`src/rtl/bcd_pkg.sv`:
```
// Shared types and constants for the sequential binary-to-BCD converter.
// min_digits() sizes the decimal output needed for a given binary width.
package bcd_pkg;

  typedef enum logic [1:0] {
    IDLE  = 2'd0,
    SHIFT = 2'd1,
    DONE  = 2'd2
  } state_e;

  localparam logic [3:0] ADD3_THRESH = 4'd5;
  localparam logic [3:0] ADD3_VAL    = 4'd3;

  // Number of decimal digits needed to represent 2^width - 1 (width 1..32).
  function automatic int min_digits(input int width);
    longint unsigned v;
    int n;
    v = (64'd1 << width) - 64'd1;
    n = 0;
    for (int i = 0; i < 20; i++) begin
      if (v != 64'd0) begin
        n++;
        v = v / 64'd10;
      end
    end
    return n;
  endfunction

endpackage

```
`src/rtl/bcd_digit_adjust.sv`:
```
// Double-dabble correction cell: a BCD digit of 5 or more gets 3 added so the
// following left shift carries correctly into the next decimal digit.
module bcd_digit_adjust
  import bcd_pkg::*;
(
  input  logic [3:0] digit_in,
  output logic [3:0] digit_out
);

  always_comb begin
    digit_out = digit_in;
    if (digit_in >= ADD3_THRESH) begin
      digit_out = digit_in + ADD3_VAL;
    end
  end

endmodule

```
`src/rtl/seq_bin_bcd_converter.sv`:
```
// Multi-cycle binary-to-BCD converter (shift-and-add-3), one operand bit per
// clock, with valid/ready handshakes on both sides.
module seq_bin_bcd_converter
  import bcd_pkg::*;
#(
  parameter int BIN_W  = 16,
  parameter int DIGITS = 5
) (
  input  logic                  clk,
  input  logic                  rst,
  input  logic                  in_valid,
  output logic                  in_ready,
  input  logic [BIN_W-1:0]      bin,
  output logic                  out_valid,
  input  logic                  out_ready,
  output logic [4*DIGITS-1:0]   bcd,
  output logic                  busy
);

  localparam int CNT_W = $clog2(BIN_W + 1);
  localparam int BCD_W = 4 * DIGITS;

  generate
    if (BIN_W < 1 || BIN_W > 32) begin : g_bad_width
      $error("seq_bin_bcd_converter: BIN_W=%0d outside 1..32", BIN_W);
    end
    if (DIGITS < min_digits(BIN_W)) begin : g_bad_digits
      $error("seq_bin_bcd_converter: DIGITS=%0d too small for BIN_W=%0d", DIGITS, BIN_W);
    end
  endgenerate

  state_e             state_q, state_d;
  logic [BIN_W-1:0]   operand_q, operand_d;
  logic [BCD_W-1:0]   bcd_q, bcd_d;
  logic [CNT_W-1:0]   count_q, count_d;

  logic [BCD_W-1:0]       adj;
  logic [BCD_W+BIN_W-1:0] shifted;
  logic                   accept;

  for (genvar gi = 0; gi < DIGITS; gi++) begin : g_adj
    bcd_digit_adjust u_adj (
      .digit_in  (bcd_q[4*gi +: 4]),
      .digit_out (adj[4*gi +: 4])
    );
  end

  // Correction happens before the shift; the operand MSB moves into bcd[0].
  assign shifted = {adj, operand_q} << 1;
  assign accept  = in_valid && in_ready;

  // State register
  always_ff @(posedge clk) begin
    if (rst) begin
      state_q <= IDLE;
    end else begin
      state_q <= state_d;
    end
  end

  // Next-state logic
  always_comb begin
    state_d = state_q;
    case (state_q)
      IDLE:    if (accept) state_d = SHIFT;
      SHIFT:   if (count_q == CNT_W'(1)) state_d = DONE;
      DONE:    if (out_ready) state_d = IDLE;
      default: state_d = IDLE;
    endcase
  end

  // Outputs; in_ready is masked by rst so nothing is accepted during reset.
  always_comb begin
    in_ready  = (state_q == IDLE) && !rst;
    out_valid = (state_q == DONE);
    busy      = (state_q == SHIFT) || (state_q == DONE);
    bcd       = bcd_q;
  end

  // Datapath next values
  always_comb begin
    operand_d = operand_q;
    bcd_d     = bcd_q;
    count_d   = count_q;
    case (state_q)
      IDLE: begin
        if (accept) begin
          operand_d = bin;
          bcd_d     = '0;
          count_d   = CNT_W'(BIN_W);
        end
      end
      SHIFT: begin
        bcd_d     = shifted[BCD_W+BIN_W-1:BIN_W];
        operand_d = shifted[BIN_W-1:0];
        count_d   = count_q - CNT_W'(1);
      end
      default: ;
    endcase
  end

  always_ff @(posedge clk) begin
    if (rst) begin
      operand_q <= '0;
      bcd_q     <= '0;
      count_q   <= '0;
    end else begin
      operand_q <= operand_d;
      bcd_q     <= bcd_d;
      count_q   <= count_d;
    end
  end

endmodule

```
`config.mk`:
```
export PLATFORM = sky130hd
export DESIGN_NAME = seq_bin_bcd_converter
export DESIGN_NICKNAME = d
export VERILOG_FILES = /design/src/rtl/bcd_pkg.sv /design/src/rtl/bcd_digit_adjust.sv /design/src/rtl/seq_bin_bcd_converter.sv
export SDC_FILE = /design/constraint.sdc
export NUM_CORES = 1
export LEC_CHECK = 0
export CORE_MARGIN = 10
export CORE_UTILIZATION = 39
export CTS_BUF_LIST = sky130_fd_sc_hd__clkbuf_8
export DETAILED_ROUTE_END_ITERATION = 8
export GPL_TIMING_DRIVEN = 1
export PLACE_DENSITY = 0.6
export SYNTH_ARGS = -nofsm -noshare
export SYNTH_HDL_FRONTEND = slang
export SYNTH_SLANG_ARGS = --single-unit
```
`constraint.sdc`:
```
create_clock -name clk -period 1.86 [get_ports clk]
set_clock_uncertainty 0.15 [all_clocks]
set_input_delay 0.465 -clock clk [delete_from_list [all_inputs] [get_ports clk]]
set_output_delay 0.465 -clock clk [all_outputs]
set_load 0.01 [all_outputs]
```
---- Yosys cells after proc, flatten, opt, wreduce, memory -nomap -nowiden ----
Index checks and enable logic that the tools add are counted.
storage, ports and cells
  flip-flop bits (word level) ............. 43
  output and inout port bits .............. 23
  logic and storage cells ................. 44
operators by class
  add/subtract/negate cells ............... 6
  magnitude comparators ................... 5
  eq/ne operators ......................... 6
  mux-type cells .......................... 15
  reduce and logical (&&, ||, !) cells .... 8
operators by type and width
  cell                 number
  $pmux 20 s2          1
  $pmux 16 s2          1
  $ge 4x3->1 const B   5
  $mux 20              1
  $add 4x2->4 const B  4
  $mux 16              1
  $mux 4               4
  $pmux 5 s2           1
  $mux 2               3
  $pmux 2 s3           1
  $eq 5x1->1 const B   1
  $mux 5               1
  $sub 5x1->5 const B  1
  $ne 2x2->1 const B   2
  $add 3x2->3 const B  1
  $mux 3               1
  $reduce_and 3->1     1
  $eq 2x1->1 const B   1
  $eq 2x2->1 const B   1
  $logic_and 1x1->1    2
  $logic_not 2->1      1
  $ne 2x1->1 const B   1
  $reduce_and 2->1     1
  $reduce_bool 2->1    1
  2 further kinds      2

---- Logic depth before layout (Yosys ltp) ----
  word-level depth ........................ 5
  depth in mapped cells ................... 8
  mapped depth without buffers ............ 6

---- By module ----
A second synthesis with hierarchy kept.
unflattened totals
  cell total of the unflattened synthesis .. 275
  area, all modules ....................... 2,339.7 µm²
by module, submodules not included
  module                 times used  cells an instance  area an instance (µm²)  seq. area each (µm²)
  seq_bin_bcd_converter  1           195                1,833.0                 860.8
  bcd_digit_adjust       5           16                 101.3                   0.0

---- Least setup slack after synthesis ----
No wires, ideal clock.
  path type ............................... reg2reg
  start ................................... register state_q[1]
  end ..................................... register bcd_q[10] (netlist: bcd[10])
  library setup time ...................... 60 ps
  data arrival time ....................... 1,509 ps
  data required time ...................... 1,650 ps
  path slack .............................. 142 ps
  cell stages (with the launch flop) ...... 9
  path buffers ............................ 2
  clock period less this slack ............ 1,718 ps
  cell sequence ........................... dfxtp_1 > inv_1 > ha_1 > buf_2 > nor2_1 > nor2_1 > nor2_1 > buf_2 > a22o_1
on the way
  word-level cells in the longest chain between the ends .. 5
ends and longest elaborated chain
  what                               RTL line                                                  source
  start, declared                    seq_bin_bcd_converter.sv:32                               state_e state_q, state_d;
  start signal, assigned             seq_bin_bcd_converter.sv:57                               state_q <= state_d;
  $logic_not 2->1                    seq_bin_bcd_converter.sv:74, seq_bin_bcd_converter.sv:85
  $logic_and 1x1->1                  seq_bin_bcd_converter.sv:74                               in_ready = (state_q == IDLE) && !rst;
  $logic_and 1x1->1                  seq_bin_bcd_converter.sv:50                               assign accept = in_valid && in_ready;
  $ne 2x2->1 (no source line)        -
  $reduce_and 2->1 (no source line)  -
  end signal, assigned               seq_bin_bcd_converter.sv:105                              bcd_q <= '0;
  end signal, assigned               seq_bin_bcd_converter.sv:109                              bcd_q <= bcd_d;
  end, declared                      seq_bin_bcd_converter.sv:34                               logic [BCD_W-1:0] bcd_q, bcd_d;
Several ways; a longest one is shown, not always the timed one.
A chain may end at the register's enable or synchronous reset.

---- Final worst setup path ----
  start ................................... register state_q[1]
  end ..................................... output busy
on the way
  word-level cells in the longest chain between the ends .. 2
ends and longest elaborated chain
  what                                             RTL line                     source
  $eq 2x1->1 / $eq 2x2->1 (equally long branches)  seq_bin_bcd_converter.sv:76  busy = (state_q == SHIFT) || (state_q == DONE);
  $logic_or 1x1->1 *                               seq_bin_bcd_converter.sv:76
  end, declared                                    seq_bin_bcd_converter.sv:17  output logic busy
Every way passes the cells marked *; elsewhere a longest branch is shown, timed or not.

==> out/results.tsv <==
stage	metric	value	unit
min_path	Worst Hold Launch	operand_q[12]$_SDFFE_PP0P_	
layout	Final Net Count	356	
critical_path	CP cell instances	inv_2 -> ha_4 -> clkdlybuf4s15_1	
detailed_routing	Post-DRT Antenna Nets	0	
synthesis	Yosys cell types	31	
clock_network	Max H-tree Level	2	
floorplanning	# IOs	43	
detailed_routing	Via Count	2005	
power_and_ir_drop	Combinational Power Share	33.7	%
layout	Antenna Cells	0	
synthesis	number of enable flip-flop cells after synthesis	0	
place	number of port buffers	42	
synthesis	Cells after Synth	255	
timing	endpoints failing setup	0	
detailed_routing	DR vias/cell	5.10	
synthesis	cell area after synthesis	0.00228	mm2
timing	fmax	552	MHz
synthesis	top cells by area, synth	dfxtp_1 38%, mux2i_1 9.2%, ha_1 8.8%	
detailed_routing	Pre-Repair DR Iteration Count	4	
global_routing	largest net degree at the start of global routing	31	
critical_path	Crit path largest cell delay	350	ps
floorplanning	std cell rows	27	
clock_network	worst skew pair latency	300	ps
floorplanning	die area	0.00929	mm2
clock_network	clk sinks	43	
timing	ratio of final minimum period to clock period	97.4	%
floorplanning	Initial Util	40.8	%
synthesis	Yosys warning count	0	
global_routing	vias in the first global route	2040	
synthesis	leading area contributor after synthesis	dfxtp_1	
critical_path	Worst EP arrival	1200	ps
synthesis	syn_area_per_cell	8.93	um2
critical_path	R2R cell count	6	
min_path	hold-critical path endpoint	operand_q[12]$_SDFFE_PP0P_	
power_and_ir_drop	Clk network pwr share	27.4	%
critical_path	Crit. End Element	primary output	
synthesis	most common flop cell mapped by yosys	dfxtp_1	
timing	Max-slew headroom	74.5	%
layout	FF+latch area	875	um2
critical_path	reg2reg start	count_q[1]$_SDFFE_PP0P_	
critical_path	crit path launch type	flip-flop	
critical_path	CP Class	reg -> out	
power_and_ir_drop	Net Sw Power	0.894	mW
timing	RSZ-0062 raised after global routing	true	
critical_path	critical path peak fanout	3	
power_and_ir_drop	Static Leakage	1.37	nW
clock_network	CTS Buf Count	5	
floorplanning	die width	96.4	um
synthesis	FF+latch count, synth	43	
layout	layout cells sized above 1	21.5	%
detailed_routing	DRT Wirelength	5450	um
min_path	worst hold stages	2	
critical_path	CP max stage cell	dfxtp_1	
power_and_ir_drop	Power Density	898	mW/mm2
synthesis	top cell type's share of synthesized area	37.8	%
power_and_ir_drop	sequential share of power	38.9	%
clock_network	Root Buffer	clkbuf_8	
layout	Layout Area Growth over Synthesis	39.9	%
power_and_ir_drop	VDD IR max	494	uV
detailed_routing	First DRT Iteration DRCs	71	
synthesis	count leader, synth	dfxtp_1	
timing	Final WS setup	48.7	ps
clock_network	clock slew at reported path FFs	80	ps
synthesis	Commonest cells post-synth	43 x dfxtp_1, 30 x nor2_1, 21 x mux2i_1	
synthesis	sequential area share after synthesis	37.8	%
place	RePlAce Congestion	0.768	
place	Setup WS pre-CTS	-557	ps
run	Max Cap Viol	0	
floorplanning	Core Box Area	0.00557	mm2
floorplanning	die height	96.4	um
synthesis	Async S/R FF share, synth	0	%
layout	FILL cells	528	
clock_network	CTS tree	yes	
power_and_ir_drop	Net Sw Frac	31.3	%
critical_path	critical path data required time	1240	ps
layout	footprint of the multi-input gates	0.00137	mm2
global_routing	GRT overflow	0	
outcome	status	finished, final reports clean	
place	Post-DP HPWL	3950	um
critical_path	FF-to-FF End	state_q[0]$_SDFFE_PP0P_	
global_routing	antenna violations before repair	0	
global_routing	Total GRT Usage	12.1	%
detailed_routing	wire per inst	13.9	um
global_routing	first-pass GRT wire length	9160	um
power_and_ir_drop	internal power	1.96	mW
min_path	worst hold path class	reg -> reg	
timing	Worst Tran Pin Value	381	ps
timing	Slew Viols, Final	0	
power_and_ir_drop	total power draw	2.86	mW
timing	Final min period	1810	ps
timing	final hold violation count	0	
synthesis	Synthesized Nets	291	
clock_network	clock buffer depth	2	
detailed_routing	DRC violations left	0	
critical_path	worst reg2reg setup slack	70	ps
worst max-delay path, delay by kind of cell (launching register included):
kind / cells / cell delay (ps)
flip-flops: 1 / 350
adder cells (fa/ha/maj): 1 / 250
buffers and inverters: 2 / 300
through the flow:
stage / instance area, um2 / util, % / cells / hold slack, ps / setup TNS [ps]
after CTS: 3070 / 55.0 / 390 / 358 / 0
final: 3180 / 57.1 / 393 / 355 / 0
after global placement: 2940 / 52.7 / 382 / 335 / -16930
after detailed placement: 2940 / 52.7 / 382 / 332 / -18630
after global routing: 3180 / 57.1 / 393 / 369 / -22.5
after floorplan: 2280 / - / 255 / 304 / 0
sequential cells by signal, summed over array words and instances (netlist names):
signal and count:
bcd 20, count_q 5, operand_q 16, state_q 2
routing by layer:
metal,track usage [%],up-vias,share of wire (%)
li1,-,1034,-
met1,15.3,929,47
met2,19.8,35,48
met3,3.01,7,4.4
met4,3.75,0,1.1
met5,0,-,0
kinds of logic after synthesis:
logic type / synth area share [%]
buffers and inverters: 5.50
XOR/XNOR: 2.31
flip-flops: 37.8
AO/OA/AOI/OAI: 21.3
multiplexers: 9.24
adder cells (fa/ha/maj): 8.80
AND/OR/NAND/NOR: 15.0
layout make-up:
class                   instances  area share (%)
clock buffers                   6            2.59
clock inverters                 2            1.22
inverters                      18            2.12
multi-input cells             181            43.1
flip-flops and latches         43            27.5
well taps                      72            2.83
repair buffers                 71            20.7
cells in the final DEF (no fill, tap or decap), types with 14 or more instances in the layout:
cell type,n
ha_1,14
mux2i_1,21
o21ai_0,14
a211oi_1,15
clkdlybuf4s50_1,20
inv_1,15
a22o_1,14
buf_4,26
dlygate4sd2_1,14
dfxtp_1,32
nor2_1,26
power by group through the flow:
stage / clock network (mW) / logic [mW] / registers [mW]
after floorplan: 0 / 0.543 / 1.11
after global placement: 0 / 0.826 / 1.13
after detailed placement: 0 / 0.838 / 1.13
after CTS: 0.803 / 0.853 / 1.11
after global routing: 0.841 / 1.07 / 1.13
final: 0.783 / 0.963 / 1.11
how the worst max path moves through the flow:
stage,depth (start not counted),start,endpoint,slack (ps)
6_report,3,state_q[1]$_SDFFE_PP0P_,busy,50
5_1_grt,6,count_q[1]$_SDFFE_PP0P_,state_q[0]$_SDFFE_PP0P_,-20
4_1_cts,4,state_q[0]$_SDFFE_PP0P_,in_ready,7
3_5_place_dp,5,in_valid,bcd[17]$_SDFFE_PP0P_,-560
3_3_place_gp,5,in_valid,bcd[13]$_SDFFE_PP0P_,-500
2_1_floorplan,8,state_q[1]$_SDFFE_PP0P_,bcd[10]$_SDFFE_PP0P_,140
what timing repair did:
item                       4_1_cts  5_1_grt
setup endpoints to repair       59       43
cloned                           0        1
hold buffers                     0        0
pin swaps                        1        2
resized for setup               42       22
buffers inserted                 0        2
Note: power is estimated with default switching activity, not from simulation.
